`src/rtl/ram_ctrl_pkg.sv`:
```
// Shared constants for the RAM arbiter: controller state encoding and
// default geometry of the attached RAM.
package ram_ctrl_pkg;

  localparam logic STATE_INIT  = 1'b0;
  localparam logic STATE_SERVE = 1'b1;

  localparam int ADDR_SIZE_DEF   = 10;
  localparam int WORD_SIZE_DEF   = 8;
  localparam int MEMORY_SIZE_DEF = 1024;

endpackage

```
`src/rtl/rr_arb2.sv`:
```
// Two-way round-robin arbiter. Grants are combinational from the requests;
// the pointer remembers who won last and moves only when a grant is issued.
module rr_arb2 (
  input  logic clk,
  input  logic reset,
  input  logic req0,
  input  logic req1,
  output logic gnt0,
  output logic gnt1
);

  // r_last = 1 means requester 1 won most recently, so requester 0 wins a tie.
  logic r_last;

  always_comb begin
    gnt0 = req0 & (~req1 | r_last);
    gnt1 = req1 & (~req0 | ~r_last);
  end

  always_ff @(posedge clk or posedge reset) begin
    if (reset) begin
      r_last <= 1'b1;
    end else if (gnt0) begin
      r_last <= 1'b0;
    end else if (gnt1) begin
      r_last <= 1'b1;
    end
  end

endmodule

```
`src/rtl/ram_arbiter.sv`:
```
// Shares one combinational-read RAM between two requesters: clears the RAM
// after reset or on init_start, then serves one round-robin access per cycle.
module ram_arbiter
  import ram_ctrl_pkg::*;
#(
  parameter int addr_size   = ADDR_SIZE_DEF,
  parameter int word_size   = WORD_SIZE_DEF,
  parameter int memory_size = MEMORY_SIZE_DEF
) (
  input  logic                 clk,
  input  logic                 reset,
  input  logic                 init_start,
  output logic                 init_busy,
  input  logic                 req0,
  input  logic                 wr0,
  input  logic [addr_size-1:0] addr0,
  input  logic [word_size-1:0] din0,
  output logic                 gnt0,
  output logic                 rvalid0,
  output logic [word_size-1:0] dout0,
  input  logic                 req1,
  input  logic                 wr1,
  input  logic [addr_size-1:0] addr1,
  input  logic [word_size-1:0] din1,
  output logic                 gnt1,
  output logic                 rvalid1,
  output logic [word_size-1:0] dout1,
  output logic                 mem_cs,
  output logic                 mem_wr,
  output logic [addr_size-1:0] mem_addr,
  output logic [word_size-1:0] mem_din,
  input  logic [word_size-1:0] mem_dout
);

  localparam logic [addr_size-1:0] LAST_ADDR = addr_size'(memory_size - 1);
  localparam logic [addr_size:0]   MEM_WORDS = (addr_size + 1)'(memory_size);

  logic                 r_state;
  logic [addr_size-1:0] r_cnt;
  logic                 r_rvalid0;
  logic                 r_rvalid1;
  logic [word_size-1:0] r_dout0;
  logic [word_size-1:0] r_dout1;

  logic w_serve;
  logic w_gnt0;
  logic w_gnt1;
  logic w_in_range0;
  logic w_in_range1;

  assign w_serve     = (r_state == STATE_SERVE);
  assign w_in_range0 = ({1'b0, addr0} < MEM_WORDS);
  assign w_in_range1 = ({1'b0, addr1} < MEM_WORDS);

  // Handshake: a requester holds req/wr/addr/din stable until gnt is seen high
  // in the same cycle; that cycle is the access. Read data follows one cycle
  // later with rvalid high for exactly one cycle. Dropping req before gnt
  // withdraws the request.
  rr_arb2 u_arb (
    .clk   (clk),
    .reset (reset),
    .req0  (req0 & w_serve),
    .req1  (req1 & w_serve),
    .gnt0  (w_gnt0),
    .gnt1  (w_gnt1)
  );

  always_comb begin
    mem_cs   = 1'b0;
    mem_wr   = 1'b0;
    mem_addr = '0;
    mem_din  = '0;
    if (!w_serve) begin
      mem_cs   = 1'b1;
      mem_wr   = 1'b1;
      mem_addr = r_cnt;
    end else if (w_gnt0) begin
      mem_cs   = 1'b1;
      mem_wr   = wr0 & w_in_range0;
      mem_addr = addr0;
      mem_din  = din0;
    end else if (w_gnt1) begin
      mem_cs   = 1'b1;
      mem_wr   = wr1 & w_in_range1;
      mem_addr = addr1;
      mem_din  = din1;
    end
  end

  always_ff @(posedge clk or posedge reset) begin
    if (reset) begin
      r_state <= STATE_INIT;
      r_cnt   <= '0;
    end else if (!w_serve) begin
      r_cnt <= r_cnt + addr_size'(1);
      if (r_cnt == LAST_ADDR) begin
        r_state <= STATE_SERVE;
        r_cnt   <= '0;
      end
    end else if (init_start) begin
      r_state <= STATE_INIT;
      r_cnt   <= '0;
    end
  end

  // Out-of-range reads still complete, returning zero instead of RAM data.
  always_ff @(posedge clk or posedge reset) begin
    if (reset) begin
      r_rvalid0 <= 1'b0;
      r_rvalid1 <= 1'b0;
      r_dout0   <= '0;
      r_dout1   <= '0;
    end else begin
      r_rvalid0 <= w_gnt0 & ~wr0;
      r_rvalid1 <= w_gnt1 & ~wr1;
      if (w_gnt0 && !wr0) r_dout0 <= w_in_range0 ? mem_dout : '0;
      if (w_gnt1 && !wr1) r_dout1 <= w_in_range1 ? mem_dout : '0;
    end
  end

  assign init_busy = (r_state == STATE_INIT);
  assign gnt0      = w_gnt0;
  assign gnt1      = w_gnt1;
  assign rvalid0   = r_rvalid0;
  assign rvalid1   = r_rvalid1;
  assign dout0     = r_dout0;
  assign dout1     = r_dout1;

endmodule

```
`config.mk`:
```
export PLATFORM = sky130hd
export DESIGN_NAME = ram_arbiter
export DESIGN_NICKNAME = d
export VERILOG_FILES = /design/src/rtl/ram_ctrl_pkg.sv /design/src/rtl/rr_arb2.sv /design/src/rtl/ram_arbiter.sv
export SDC_FILE = /design/constraint.sdc
export NUM_CORES = 1
export LEC_CHECK = 0
export ABC_AREA = 1
export BUFFER_PORTS_ARGS = -buffer_cell sky130_fd_sc_hd__buf_4
export CORE_AREA = 4 4 81 83
export DETAILED_ROUTE_END_ITERATION = 8
export DIE_AREA = 0 0 85 87
export GPL_ROUTABILITY_DRIVEN = 0
export PLACE_DENSITY = 0.59
export SYNTH_ARGS = -nofsm -noshare
export SYNTH_HDL_FRONTEND = slang
export SYNTH_SLANG_ARGS = --single-unit
```
`constraint.sdc`:
```
create_clock -name clk -period 1.36 [get_ports clk]
set_input_delay 0.272 -clock clk [delete_from_list [all_inputs] [get_ports clk]]
set_output_delay 0.272 -clock clk [all_outputs]
set_load 0.01 [all_outputs]
```
* Word level (Yosys, flattened, before mapping)
Cells that the tools add are included.
** Word-level totals
- Bits in registers :: 30
- Bits of input ports :: 51
- Word-level logic and storage cells :: 49
** Cells by class
- Add/sub/neg operators :: 1
- Equal/unequal tests :: 2
- Mux-type cells :: 20
- Bitwise gates (word level) :: 14
- Reduce and logical (&&, ||, !) cells :: 5
** Operators by type and width (number)
- 10-bit two-way mux :: 6
- 8-bit two-way mux :: 3
- 1-bit two-way mux :: 11
- 10-bit by 1-bit adder with 10-bit output, second input constant :: 1
- 10-bit equality test, second input constant :: 1
- 1-bit bitwise AND :: 6
- 1-bit NOT :: 6
- 1-bit logical AND :: 2
- 1-bit zero test :: 2
- 2-bit inequality test, second input constant :: 1
- 1-bit bitwise OR :: 2
- 2-bit nonzero test :: 1

* Logic depth before layout (Yosys ltp)
- Depth in word-level cells :: 7
- Depth in mapped cells :: 8
- Mapped depth without buffers :: 8

* By module
A second synthesis with hierarchy kept.
** Second synthesis, totals
- Cells, all modules :: 236
- Area, all modules :: 1721.7 um^2
** By module, submodules not included
- ram_arbiter :: instances 1, cells each 224, area an instance 1652.8 um^2, seq. area each 725.7 um^2
- rr_arb2 :: instances 1, cells each 12, area an instance 68.8 um^2, seq. area each 26.3 um^2

* Worst setup path before layout
No wires, ideal clock.
- Path kind :: register to output
- From :: register u_arb.r_last
- To :: output port mem_addr[1]
- Arrival :: 1.118 ns
- Data required time :: 1.088 ns
- Path slack :: -0.030 ns
- Cell stages (with the launch flop) :: 8
- Path buffers :: 1
- Cell sequence :: dfstp_2 -> inv_1 -> nand2_1 -> nand3_2 -> inv_1 -> buf_2 -> nand2_1 -> nand3_1
** Between the ends
- Elaborated cells between the ends (all ways) :: 8
- Classes of those cells :: mux (3); bitwise (5)
** RTL lines
- start: declaration :: line rr_arb2.sv:13 : logic r_last;
- start signal: assignment :: line rr_arb2.sv:22 : r_last <= 1'b1;
- start signal: assignment :: line rr_arb2.sv:24 : r_last <= 1'b0;
- start signal: assignment :: line rr_arb2.sv:26 : r_last <= 1'b1;
- 1-bit bitwise OR :: line rr_arb2.sv:16 : gnt0 = req0 & (~req1 | r_last);
- 1-bit bitwise AND :: line rr_arb2.sv:16
- net gnt0 :: line ram_arbiter.sv:18 : output logic gnt0,
- 10-bit two-way mux :: line ram_arbiter.sv:77 : end else if (w_gnt0) begin
- 10-bit two-way mux :: line ram_arbiter.sv:73 : if (!w_serve) begin
- end: declaration :: line ram_arbiter.sv:30 : output logic [addr_size-1:0] mem_addr,
The timed path passes the listed nets, and every way through them passes these cells.

* Final worst setup path
- From :: register u_arb.r_last
- To :: output port mem_addr[0]
** Between the ends
- Cells in the longest elaborated chain, start to end :: 6
- Elaborated cells between the ends (all ways) :: 8
- Classes of those cells :: mux (3); bitwise (5)
** Ends and longest elaborated chain
- 1-bit NOT :: line rr_arb2.sv:17 : gnt1 = req1 & (~req0 | ~r_last);
- 1-bit bitwise OR :: line rr_arb2.sv:17
- 1-bit bitwise AND :: line rr_arb2.sv:17
- 10-bit two-way mux :: line ram_arbiter.sv:82 : end else if (w_gnt1) begin
- 10-bit two-way mux * :: line ram_arbiter.sv:77
- 10-bit two-way mux * :: line ram_arbiter.sv:73
Mark *: on every way between the ends. The rest lies on a longest branch, timed or not.

==> results.yml <==
run_status:
  status: "finished, violations left"
  failed_checks: "setup timing"
critical_path:
  crit_cells: 8
  timing.rr.end: "dout0[6]$_DFFE_PP0P_"
  cp.arrival_ps: 1520
  crit_type: "flip-flop to output pin"
  cp_slowest_cell: "dfstp_2"
  rr_worst_depth: 9
  crit_fanout: 8
  crit_chain: "inv_2 > nand2_2 > nand3_4 > inv_6 > buf_12 > nand2_4 > a21oi_2 > buf_4"
  reg2reg_slack_ps: -360
  cp_top_family: "flip-flops"
  critPathLaunchType: "flip-flop"
  crit_start: "u_arb.r_last$_DFFE_PP1P_"
  endpoint: "mem_addr[0]"
  crit_buf_inv: 4
  worst_setup_path_end_kind: "output pin"
  slowest_delay_ps: 560
  cp_data_required_time_ps: 1090
  reg2reg_from: "u_arb.r_last$_DFFE_PP1P_"
sta:
  tns_ps: -11290
  period_minus_slack_ps: 1796
  hold_slack_ps: 267.6
  drv_slew: 0
  setup_viol_count_final: 32
  fin_skew_ps: 7.612
  finalHoldViolCount: 0
  rsz0062_at_grt: "true"
  worst_pin_slew_ps: 400.3
  setup_ws_ps: -436.1
  post-route-period-util: 1.321
  slew-limit-headroom: 0.7328
  max_freq_mhz: 556.8
detailed_routing:
  drc: 0
  drt_iter0_drc: 96
  first_pass_iters: 4
  drt_wl_total_um: 5804
  ant_nets: 0
  viasPerCell: 4.531
  vias: 1903
  avgRoutedWirePerCell_um: 13.82
floorplan:
  floorplan.die.height_um: 87
  die_area_um2: 7395
  start_util: 0.2900
  core_um2: 5851
  ios: 92
  die_w_um: 85
  rows: 28
grt:
  globalRoute.busiestLayer: "met2"
  gr-total-overflow: 0
  antenna_found_initial: 0
  grt_pass1_vias: 1925
  met3_usage: 0.02933
  grtUsageMet2: 0.2782
  grt_pass1_wl_um: 9121
  grt_start_max_net_pins: 24
  grtUsageMet1: 0.1841
  track_usage: 0.1571
final_layout:
  multi_input_area_um2: 975.9
  n_antenna_cell: 0
  final_area_um2: 3263
  syn2layout_area_growth_pct: 92.33
  nFillCells: 515
  fin_nets: 397
  register_area_um2: 752.0
  drive_above_1_share: 0.5826
  finish.utilization: 0.5577
power_and_ir_drop:
  cellPowerDensity_nw_per_um2: 1109
  irDropWorstVdd_uv: 552.8
  power_mw: 3.619
  p_leak_nw: 1.736
synthesis:
  yosys_warnings: 0
  synth_fp_nets: 266
  syn-cell-area_um2: 1697
  ys_ff_latch: 30
  yosysSeqAreaShare: 0.4432
  yosys.cell_types.count: 23
  synth_cells: 214
  avgSynthCellArea_um2: 7.928
placement:
  dpl_cell_area_um2: 2656
  io_buffer_count: 91
  place_hpwl_um: 4033
clock_network:
  cts_tree: "done"
  clockBufferDepth: 2
  clock_latency_ps: 280
  cts_sinks: 30
  cts-buffers-inserted: 5
  root_buffer: "clkbuf_8"
  cts-htree-levels: 2
  path_clk_slew_ps: 70
job:
  maxCapViolations: 0
min_path:
  hp-class: "input port to flip-flop"
==> power breakdown <==
part / internal (mW) / leakage [nW] / total, mW / switching (mW)
Clock: 0.585 / 0.0573 / 0.908 / 0.323
Sequential: 1.07 / 0.385 / 1.22 / 0.153
Combinational: 0.793 / 1.29 / 1.49 / 0.693
==> cell type report <==
cell class | instances | share of cell area
multi-input combinational | 153 | 0.2991
clock buffer | 6 | 0.02531
tap | 75 | 0.02876
clock inverter | 1 | 0.009202
inverter | 21 | 0.02646
sequential | 30 | 0.2304
timing repair buffer | 134 | 0.3808
==> Yosys cell counts, drive strengths merged <==
| cell type | count | share of area |
|---|---|---|
| nand3b | 2 | 0.0088 |
| dfstp | 1 | 0.015 |
| dfrtp | 29 | 0.43 |
| o21a | 1 | 0.0044 |
| o21ai | 21 | 0.097 |
| inv | 21 | 0.046 |
| or2 | 2 | 0.0074 |
| nor2 | 10 | 0.024 |
| ha | 1 | 0.0074 |
| nand3 | 15 | 0.047 |
| nand2 | 85 | 0.19 |
| xor2 | 1 | 0.0052 |
| a21oi | 6 | 0.018 |
| a22o | 8 | 0.041 |
| o22ai | 1 | 0.0037 |
| buf | 10 | 0.055 |
==> worst min-delay path: cells and delay by family <==
family / cells / cell delay [ps]
buf+inv: 2 / 120
compound gates: 1 / 120
==> flip-flops by register name, indices dropped and copies added, names as in the netlist <==
name and flops:
u_arb.r_last 1, dout0 8, r_state 1, dout1 8, r_cnt 10, rvalid0 1
rvalid1 1
==> layer usage <==
layer | vias to the layer above | part of all wire
met5 | - | 0
met4 | 0 | 0.020
li1 | 947 | -
met2 | 47 | 0.54
met3 | 9 | 0.043
met1 | 900 | 0.40
==> worst min path at each step <==
stage	start	to	slack (ps)	depth (start not counted)
2_1_floorplan	reset	dout0[0]$_DFFE_PP0P_	360	1
3_3_place_gp	reset	r_cnt[7]$_DFFE_PP0P_	290	2
3_5_place_dp	reset	r_cnt[7]$_DFFE_PP0P_	290	2
4_1_cts	mem_dout[1]	dout1[1]$_DFFE_PP0P_	260	3
5_1_grt	mem_dout[6]	dout1[6]$_DFFE_PP0P_	280	3
6_report	mem_dout[1]	dout1[1]$_DFFE_PP0P_	270	3
==> cell families (layout without fill, tap and decap cells) <==
logic type | Yosys count | after routing | share of synthesized area
xor gates and xnor gates | 1 | 1 | 0.005163
buffers and inverters | 31 | 162 | 0.1018
and+or+nand+nor | 114 | 114 | 0.2780
adders and majority gates | 1 | 1 | 0.007373
AOI/OAI and AO/OA | 37 | 37 | 0.1645
DFF | 30 | 30 | 0.4432
==> timing repair <==
action	in CTS	in global routing
hold buffers	1	0
cloned	6	0
endpoints found under the setup margin	44	50
resized for setup	49	34
pin swaps	7	9
setup buffers	13	1
endpoints found under the hold margin	6	0
==> per-stage QoR <==
stage | cells | setup WS (ps)
2_1_floorplan | 214 | -11.29
3_3_place_gp | 398 | -158.6
3_5_place_dp | 398 | -192.3
4_1_cts | 423 | -445.2
5_1_grt | 420 | -496.8
6_report | 420 | -436.1
==> layout by cell type (no fill, tap or decap), types with 2 or more instances in the layout <==
master	Yosys	routed
a22o_1	8	8
or2_4	0	2
buf_4	0	104
nand3_2	1	9
nand2_2	2	13
nand3_1	14	4
nand3_4	0	2
o21ai_0	5	4
buf_16	0	5
nor2_4	0	2
a21oi_2	0	3
buf_6	3	19
nand3b_1	2	2
dfrtp_1	29	29
a21oi_1	6	3
clkbuf_8	0	6
nand2_4	0	8
inv_1	21	18
buf_12	1	5
nand2_1	83	64
o21ai_2	16	15
nor2_1	9	7
Power figures use the tool's default switching activity.
